<file path="config.mk">
export PLATFORM = sky130hd
export DESIGN_NAME = fetch_unit
export DESIGN_NICKNAME = d
export VERILOG_FILES = /design/src/rtl/fetch_unit.sv
export SDC_FILE = /design/constraint.sdc
export NUM_CORES = 1
export LEC_CHECK = 0
export ABC_AREA = 1
export CORE_ASPECT_RATIO = 0.6
export CORE_MARGIN = 1
export CORE_UTILIZATION = 49
export CTS_CLUSTER_SIZE = 20
export DETAILED_ROUTE_END_ITERATION = 7
export HOLD_SLACK_MARGIN = 0.03
export PLACE_DENSITY = 0.89
export SYNTH_ARGS = -nofsm -noshare
export SYNTH_HDL_FRONTEND = slang
export SYNTH_SLANG_ARGS = --single-unit
</file>
<file path="constraint.sdc">
create_clock -name clk -period 1.58 [get_ports clk]
set_input_delay 0.158 -clock clk [delete_from_list [all_inputs] [get_ports clk]]
set_output_delay 0.158 -clock clk [all_outputs]
set_load 0.01 [all_outputs]
</file>
<file path="src/rtl/fetch_unit.sv">
// Instruction fetch stage: drives instruction memory and PC updates, and feeds the IF/ID register.
// Latency: an acked word reaches IF/ID on the clock edge of its ack, or on the edge that ends a stall.
// Backpressure: a decode stall holds IF/ID; a word acked during a stall is parked in HOLD with no new request.
//
// Ports:
//   clk, rst                  : clock and synchronous active-high reset
//   pc                        : current PC from the program counter register
//   PCWrite, PCWriteValue     : combinational PC load enable and next-PC value
//   imem_req, imem_addr       : memory request; held stable until imem_ack
//   imem_ack, imem_rdata      : memory response; data valid in the ack cycle
//   stall, flush, redirect_target : decode stall and control redirect
//   ifid_valid, ifid_instr, ifid_pc4 : IF/ID pipeline register contents
module fetch_unit #(
    parameter logic [31:0] NOP_INSTR = 32'h0000_0000
) (
    input  logic        clk,
    input  logic        rst,
    input  logic [31:0] pc,
    output logic        PCWrite,
    output logic [31:0] PCWriteValue,
    output logic        imem_req,
    output logic [31:0] imem_addr,
    input  logic        imem_ack,
    input  logic [31:0] imem_rdata,
    input  logic        stall,
    input  logic        flush,
    input  logic [31:0] redirect_target,
    output logic        ifid_valid,
    output logic [31:0] ifid_instr,
    output logic [31:0] ifid_pc4
);

    typedef enum logic [1:0] {
        S_REQ   = 2'd0,
        S_HOLD  = 2'd1,
        S_DRAIN = 2'd2
    } state_t;

    state_t      state;
    state_t      state_nxt;
    logic [31:0] addr_q;
    logic [31:0] buf_instr;
    logic [31:0] buf_pc4;
    logic [31:0] pc_plus4;
    logic        load_fetch;
    logic        load_buf;
    logic        capture;

    // Natural 32-bit wrap gives the modulo-2^32 PC increment.
    assign pc_plus4 = pc + 32'd4;

    always_comb begin
        state_nxt    = state;
        PCWrite      = 1'b0;
        PCWriteValue = 32'h0;
        imem_req     = 1'b0;
        imem_addr    = 32'h0;
        load_fetch   = 1'b0;
        load_buf     = 1'b0;
        capture      = 1'b0;
        if (!rst) begin
            case (state)
                S_REQ: begin
                    imem_req  = 1'b1;
                    imem_addr = pc;
                    if (flush) begin
                        // Redirect now; an unacked request must still be drained
                        // at its original address before the new fetch starts.
                        PCWrite      = 1'b1;
                        PCWriteValue = redirect_target;
                        if (!imem_ack) begin
                            state_nxt = S_DRAIN;
                        end
                    end else if (imem_ack) begin
                        if (stall) begin
                            capture   = 1'b1;
                            state_nxt = S_HOLD;
                        end else begin
                            load_fetch   = 1'b1;
                            PCWrite      = 1'b1;
                            PCWriteValue = pc_plus4;
                        end
                    end
                end
                S_HOLD: begin
                    if (flush) begin
                        PCWrite      = 1'b1;
                        PCWriteValue = redirect_target;
                        state_nxt    = S_REQ;
                    end else if (!stall) begin
                        load_buf     = 1'b1;
                        PCWrite      = 1'b1;
                        PCWriteValue = buf_pc4;
                        state_nxt    = S_REQ;
                    end
                end
                S_DRAIN: begin
                    imem_req  = 1'b1;
                    imem_addr = addr_q;
                    // A further redirect while draining overrides the earlier one.
                    if (flush) begin
                        PCWrite      = 1'b1;
                        PCWriteValue = redirect_target;
                    end
                    if (imem_ack) begin
                        state_nxt = S_REQ;
                    end
                end
                default: state_nxt = S_REQ;
            endcase
        end
    end

    always_ff @(posedge clk) begin
        if (rst) begin
            state      <= S_REQ;
            addr_q     <= 32'h0;
            buf_instr  <= 32'h0;
            buf_pc4    <= 32'h0;
            ifid_valid <= 1'b0;
            ifid_instr <= NOP_INSTR;
            ifid_pc4   <= 32'h0;
        end else begin
            state <= state_nxt;
            // Track the live request address so DRAIN can keep presenting it
            // after the PC has already moved to the redirect target.
            if (state == S_REQ) begin
                addr_q <= pc;
            end
            if (capture) begin
                buf_instr <= imem_rdata;
                buf_pc4   <= pc_plus4;
            end
            if (flush) begin
                ifid_valid <= 1'b0;
                ifid_instr <= NOP_INSTR;
            end else if (stall) begin
                ifid_valid <= ifid_valid;
            end else if (load_fetch) begin
                ifid_valid <= 1'b1;
                ifid_instr <= imem_rdata;
                ifid_pc4   <= pc_plus4;
            end else if (load_buf) begin
                ifid_valid <= 1'b1;
                ifid_instr <= buf_instr;
                ifid_pc4   <= buf_pc4;
            end else begin
                ifid_valid <= 1'b0;
            end
        end
    end

endmodule

</file>
==> results of run 1 <==
-- timing repair --
| action | in CTS |
|---|---|
| endpoints found under the setup margin | 142 |
| cloned | 24 |
| gates resized for setup | 666 |
| setup buffers | 40 |
| pin swaps | 99 |
-- cell families after synthesis --
kind of cell | count (synthesis)
buf+inv | 199
fa+ha+maj | 1
xor+xnor | 17
flops | 163
simple gates | 515
compound gates | 377
-- stage by stage --
stage	TNS [ps]	utilization	hold slack [ps]	worst slack (ps)	area, um^2
2_1_floorplan	0	-	248	8.24	8430
3_3_place_gp	-94770	0.741	442	-1130	12200
3_5_place_dp	-101310	0.741	453	-1170	12200
4_1_cts	-42520	0.881	77.1	-447	14600
-- cells in the mapped netlist, types with 2 or more instances --
library cell / count / share of area
clkinv_1: 2 / 0.00089
clkbuf_1: 46 / 0.020
nand2_1: 310 / 0.14
nor2_4: 6 / 0.0080
o211ai_1: 39 / 0.035
a31oi_1: 19 / 0.014
nor2_2: 6 / 0.0045
nor3_1: 11 / 0.0065
nand2_2: 3 / 0.0022
nand3_1: 35 / 0.021
buf_2: 22 / 0.013
dfxtp_1: 163 / 0.39
o32ai_1: 2 / 0.0021
a21oi_1: 136 / 0.081
nand2_4: 2 / 0.0027
o311ai_0: 3 / 0.0031
xnor2_1: 4 / 0.0042
nand3b_1: 3 / 0.0027
buf_1: 7 / 0.0031
nor2_1: 132 / 0.059
inv_2: 8 / 0.0036
o21ai_0: 148 / 0.088
xor2_1: 12 / 0.012
o21ai_1: 23 / 0.014
buf_4: 11 / 0.0098
nand3_2: 4 / 0.0048
inv_1: 103 / 0.046
-- layer usage --
metal | GRT overflow | GRT usage
met1 | 0 | 0.754
met2 | 17 | 0.877
met3 | 1 | 0.527
met4 | 22 | 0.642
met5 | 0 | 0.116
==> summary.md, run 1 <==
| Metric | Value |
|---|---|
| Post-synth EDFFs | 0 |
| Netlist cell types | 39 |
| Routability cong. | 1.06 |
| H-tree depth | 4 |
| CTS Buf Count | 17 |
| CTS max path bufs | 2 |
| Clock Sink Count | 163 |
| HPWL Detailed | 24600 um |
| Mux cell area share after synthesis | 0 |
| Flop and latch count out of synthesis | 163 |
| Dpl cells | 1827 |
| Error | [ERROR GRT-0232] Routing congestion too high. Check the congestion heatmap in the GUI. |
| Status | did not finish |
| Cells after Synth | 1272 |
| Worst EP Category | top-level output |
| Last stage | global routing (5_1_grt) |
| Syn. warnings | 0 |
| Chip Width | 171 um |
| Post-Synth XOR/XNOR Area | 0.0186 |
| Avg Synthesized Cell Area | 6.62 um^2 |
| Cell area after synthesis | 0.00843 mm^2 |
| Synth Area in Compound Gates | 0.244 |
| Simple-Gate Fraction of Synth Area | 0.252 |
| Initial Utilization | 0.510 |
| # hold bufs at CTS | 0 |
| Root Driver | clkbuf_16 |
| Post-synth ARST share | 0 |
| Count of buffers from port buffering | 231 |
| IO Count | 232 |
| GR Overflow Total | 40 |
| GR repair worst EP | PCWriteValue[17] |
| Core Rows | 36 |
| Die H | 104 um |
| Largest family of logic cells by synthesized area | simple AND/OR/NAND/NOR gates |
| Mapped Nets | 1374 |
| GRT Total Usage | 0.707 |
| Synth Flop Type | dfxtp_1 |
| Sequential share of the synthesized area | 0.387 |
| Pin count of the biggest net entering global routing | 61 |
| Adder-cell share of the synthesized area | 0.00149 |
==> run 2, diff against run 1 <==
Settings changed: CORE_ASPECT_RATIO 0.6 to default, CORE_UTILIZATION 49 to 40, CTS_CLUSTER_SIZE 20 to default, HOLD_SLACK_MARGIN 0.03 to default, PLACE_DENSITY 0.89 to default, PLACE_DENSITY_LB_ADDON from default to 0.15.
==> run 2 against run 1 <==
Synthesized cell count unchanged. The flow now finishes, with violations (negative setup slack). Area after synthesis did not move.
==> summary.md, run 2 <==
| Metric | Value |
|---|---|
| Clk pwr share | 0.374 |
| Initial Utilization | 0.412 (-0.0973) |
| CP required | 1420 ps |
| Top post-synthesis cells by area | dfxtp_1 (39%), nand2_1 (14%), o21ai_0 (8.8%) |
| M1 GR Usage | 0.419 |
| Routability cong. | 0.934 (-12%) |
| Die H | 147 um (+42%) |
| Period utilization | 1.35 |
| Top cell type's share of synthesized area | 0.387 (unchanged) |
| Most frequent cells in the layout | nand2_1 (250), buf_4 (185), dfxtp_1 (161), clkdlybuf4s50_1 (137), nor2_1 (111) |
| Netlist cell types | 39 (unchanged) |
| Worst slew margin | 0.728 |
| VDD IR max | 0.759 mV |
| Critical path data arrival time | 1980 ps |
| Final Cell Area | 0.0152 mm^2 |
| Sum Neg Setup Slack | -64620 ps |
| NetSw | 3470 uW |
| RSZ-0062 raised after global routing | yes |
| Crit path max fanout | 5 |
| Cells after Synth | 1272 (unchanged) |
| Nets | 1817 |
| PD cells | 746 mW/mm^2 |
| Crit path max-delay family | buffers and inverters |
| Pin count of the biggest net entering global routing | 40 |
| Internal power | 7860 uW |
| H-tree depth | 4 (unchanged) |
| Final Setup Violations | 197 |
| Clock Sink Count | 163 (unchanged) |
| Drt first pass iters | 5 |
| Met2 Usage GRT | 0.494 |
| Worst-skew pair later-pin latency | 440 ps |
| Slowest stage delay, CP | 380 ps |
| Drt drc | 0 |
| Fin. Hold Viols | 0 |
| Initial antenna violation count | 2 |
| Count leader, synth | nand2_1 |
| Sequential Power Share | 0.387 |
| Initial DRC Count | 836 |
| Core Rows | 52 (+44%) |
| Combinational Power Share | 0.239 |
| Syn. warnings | 0 (unchanged) |
| Vias | 10877 |
| CTS max path bufs | 2 (unchanged) |
| Critical path's most frequent cell | buf_12 |
| Post-synth ARST share | 0 (unchanged) |
| CP startpoint kind | register |
| DIE AREA | 0.0216 mm^2 |
| Layout area overhead | 80.0% |
| Reg clk slew, reported paths | 70 ps |
| Cell area after synthesis | 0.00843 mm^2 (unchanged) |
| Setup Skew | 8.31 ps |
| Vias per cell | 5.44 |
| GRT Total Usage | 0.316 |
| Crit-path cells | buf_6 > nor2_4 > buf_12 > nand2_4 > clkinv_4 > buf_12 > buf_8 > buf_4 > a21oi_4 > nor2_1 > buf_2 |
| Fin crit period | 2140 ps |
| Layout cells sized above 1 | 0.374 |
| Max frequency | 0.467 GHz |
| Status | complete, but fails checks |
| Count of buffers from port buffering | 231 (unchanged) |
| DP Area | 0.0124 mm^2 (+1.6%) |
| First-pass GRT wire length | 53800 um |
| Post-synth EDFFs | 0 (unchanged) |
| Pleak | 0.00661 uW |
| Setup slack after layout | -561 ps |
| Slowest-stage cell, CP | dfxtp_2 |
| Failing checks | negative setup slack |
| Max Transition Viols Final | 0 |
| Post-synth top area cell | dfxtp_1 |
| DRT antenna net count | 0 |
| Wire length per cell | 19.0 um |
| Commonest cells in the synthesized netlist | nand2_1 (310), dfxtp_1 (163), o21ai_0 (148) |
| Synth Flop Type | dfxtp_1 |
| Max Cap Viol | 0 |
| HPWL Detailed | 22800 um (-7.3%) |
| Worst min-delay path category | input port to register |
| Mapped Nets | 1374 (unchanged) |
| Met3 Usage GRT | 0.0683 |
| Avg Synthesized Cell Area | 6.62 um^2 (unchanged) |
| Sequential share of the synthesized area | 0.387 (unchanged) |
| Flop and latch count out of synthesis | 163 (unchanged) |
| Chip Width | 147 um (-14%) |
| # hold bufs at CTS | 0 (unchanged) |
| Worst-margin pin slew | 409 ps |
| Commonest non-fill, non-tap cell in the layout | nand2_1 |
| CTS tree | done |
| Core footprint | 0.0204 mm^2 |
| Root Driver | clkbuf_16 |
| CTS Buf Count | 17 (unchanged) |
| Drt total wl | 38000 um |
| Sw frac | 0.306 |
| Busiest grt layer | met2 |
| Vias in the first global route | 10153 |
| Critical path buffers and inverters | 7 |
| CP endpoint kind | output port |
| IO Count | 232 (unchanged) |
| GR Overflow Total | 0 |
| CP Class | register to output port |
[run 2: area by class of cell]
class	instances	area, um^2
Antenna cell	2	5.00
Clock buffer	18	429
Multi-Input combinational cell	910	5460
Sequential cell	163	3270
Inverter	113	453
Fill cell	1516	5260
Tap cell	270	338
Timing Repair Buffer	510	5050
Clock inverter	14	170
[run 2: cell families after synthesis]
kind of cell | Yosys count | synth area share
flip-flops | 163 | 0.387
AO/OA/AOI/OAI | 377 | 0.244
buffers and inverters | 199 | 0.0968
AND/OR/NAND/NOR | 515 | 0.252
adder cells (fa/ha/maj) | 1 | 0.00148
XOR/XNOR | 17 | 0.0186
[run 2: worst paths after layout]
| path | from | endpoint | slack (ps) | depth (start not counted) |
|---|---|---|---|---|
| max | state[1] | PCWriteValue[31] | -560 | 11 |
| min | pc[5] | addr_q[5] | 40 | 3 |
| max reg2reg | state[0] | ifid_instr[0] | -390 | 13 |
| min reg2reg | ifid_valid | ifid_valid | 450 | 2 |
[run 2: repair_timing]
action | CTS | global route
endpoints found under the setup margin | 195 | 196
setup buffers | 32 | 31
resized for setup | 508 | 255
gates cloned | 10 | 15
pin swaps | 59 | 89
[run 2: per-stage QoR]
step / hold WS [ps] / power [uW] / instances / util / worst slack, ps
finish: 36.6 / 11300 / 2000 / 0.742 / -561
detailed placement: 452 / 6550 / 1887 / 0.609 / -1160
global placement: 443 / 6520 / 1887 / 0.609 / -1080
CTS: 104 / 11000 / 1960 / 0.689 / -501
floorplan: 248 / 5280 / 1272 / - / 8.24
global route: 34.3 / 11700 / 2000 / 0.742 / -605
[run 2: worst reg2reg max path: stages, from the launching register on]
cell and delay [ps]:
dfxtp_2 330, buf_6 130, nor2_4 140, buf_12 140, nand2_4 70, buf_6 140
nor2_4 150, clkinv_4 140, nand2_8 140, buf_12 130, buf_12 110, clkbuf_16 140
o211ai_1 100, inv_1 70
[run 2: layer usage]
metal / wire length (um) / vias to the layer above
li1: - / 5080
met1: 15500 / 5080
met2: 17400 / 597
met3: 3400 / 120
met4: 1580 / 0
met5: 0 / -
[run 2: power groups by stage]
stage / clock [uW] / combinational, uW / sequential [uW]
finish: 4230 / 2710 / 4380
global route: 4460 / 2850 / 4400
CTS: 4260 / 2390 / 4360
detailed placement: 0 / 2090 / 4460
global placement: 0 / 2070 / 4450
floorplan: 0 / 816 / 4460
Power figures use the tool's default switching activity.
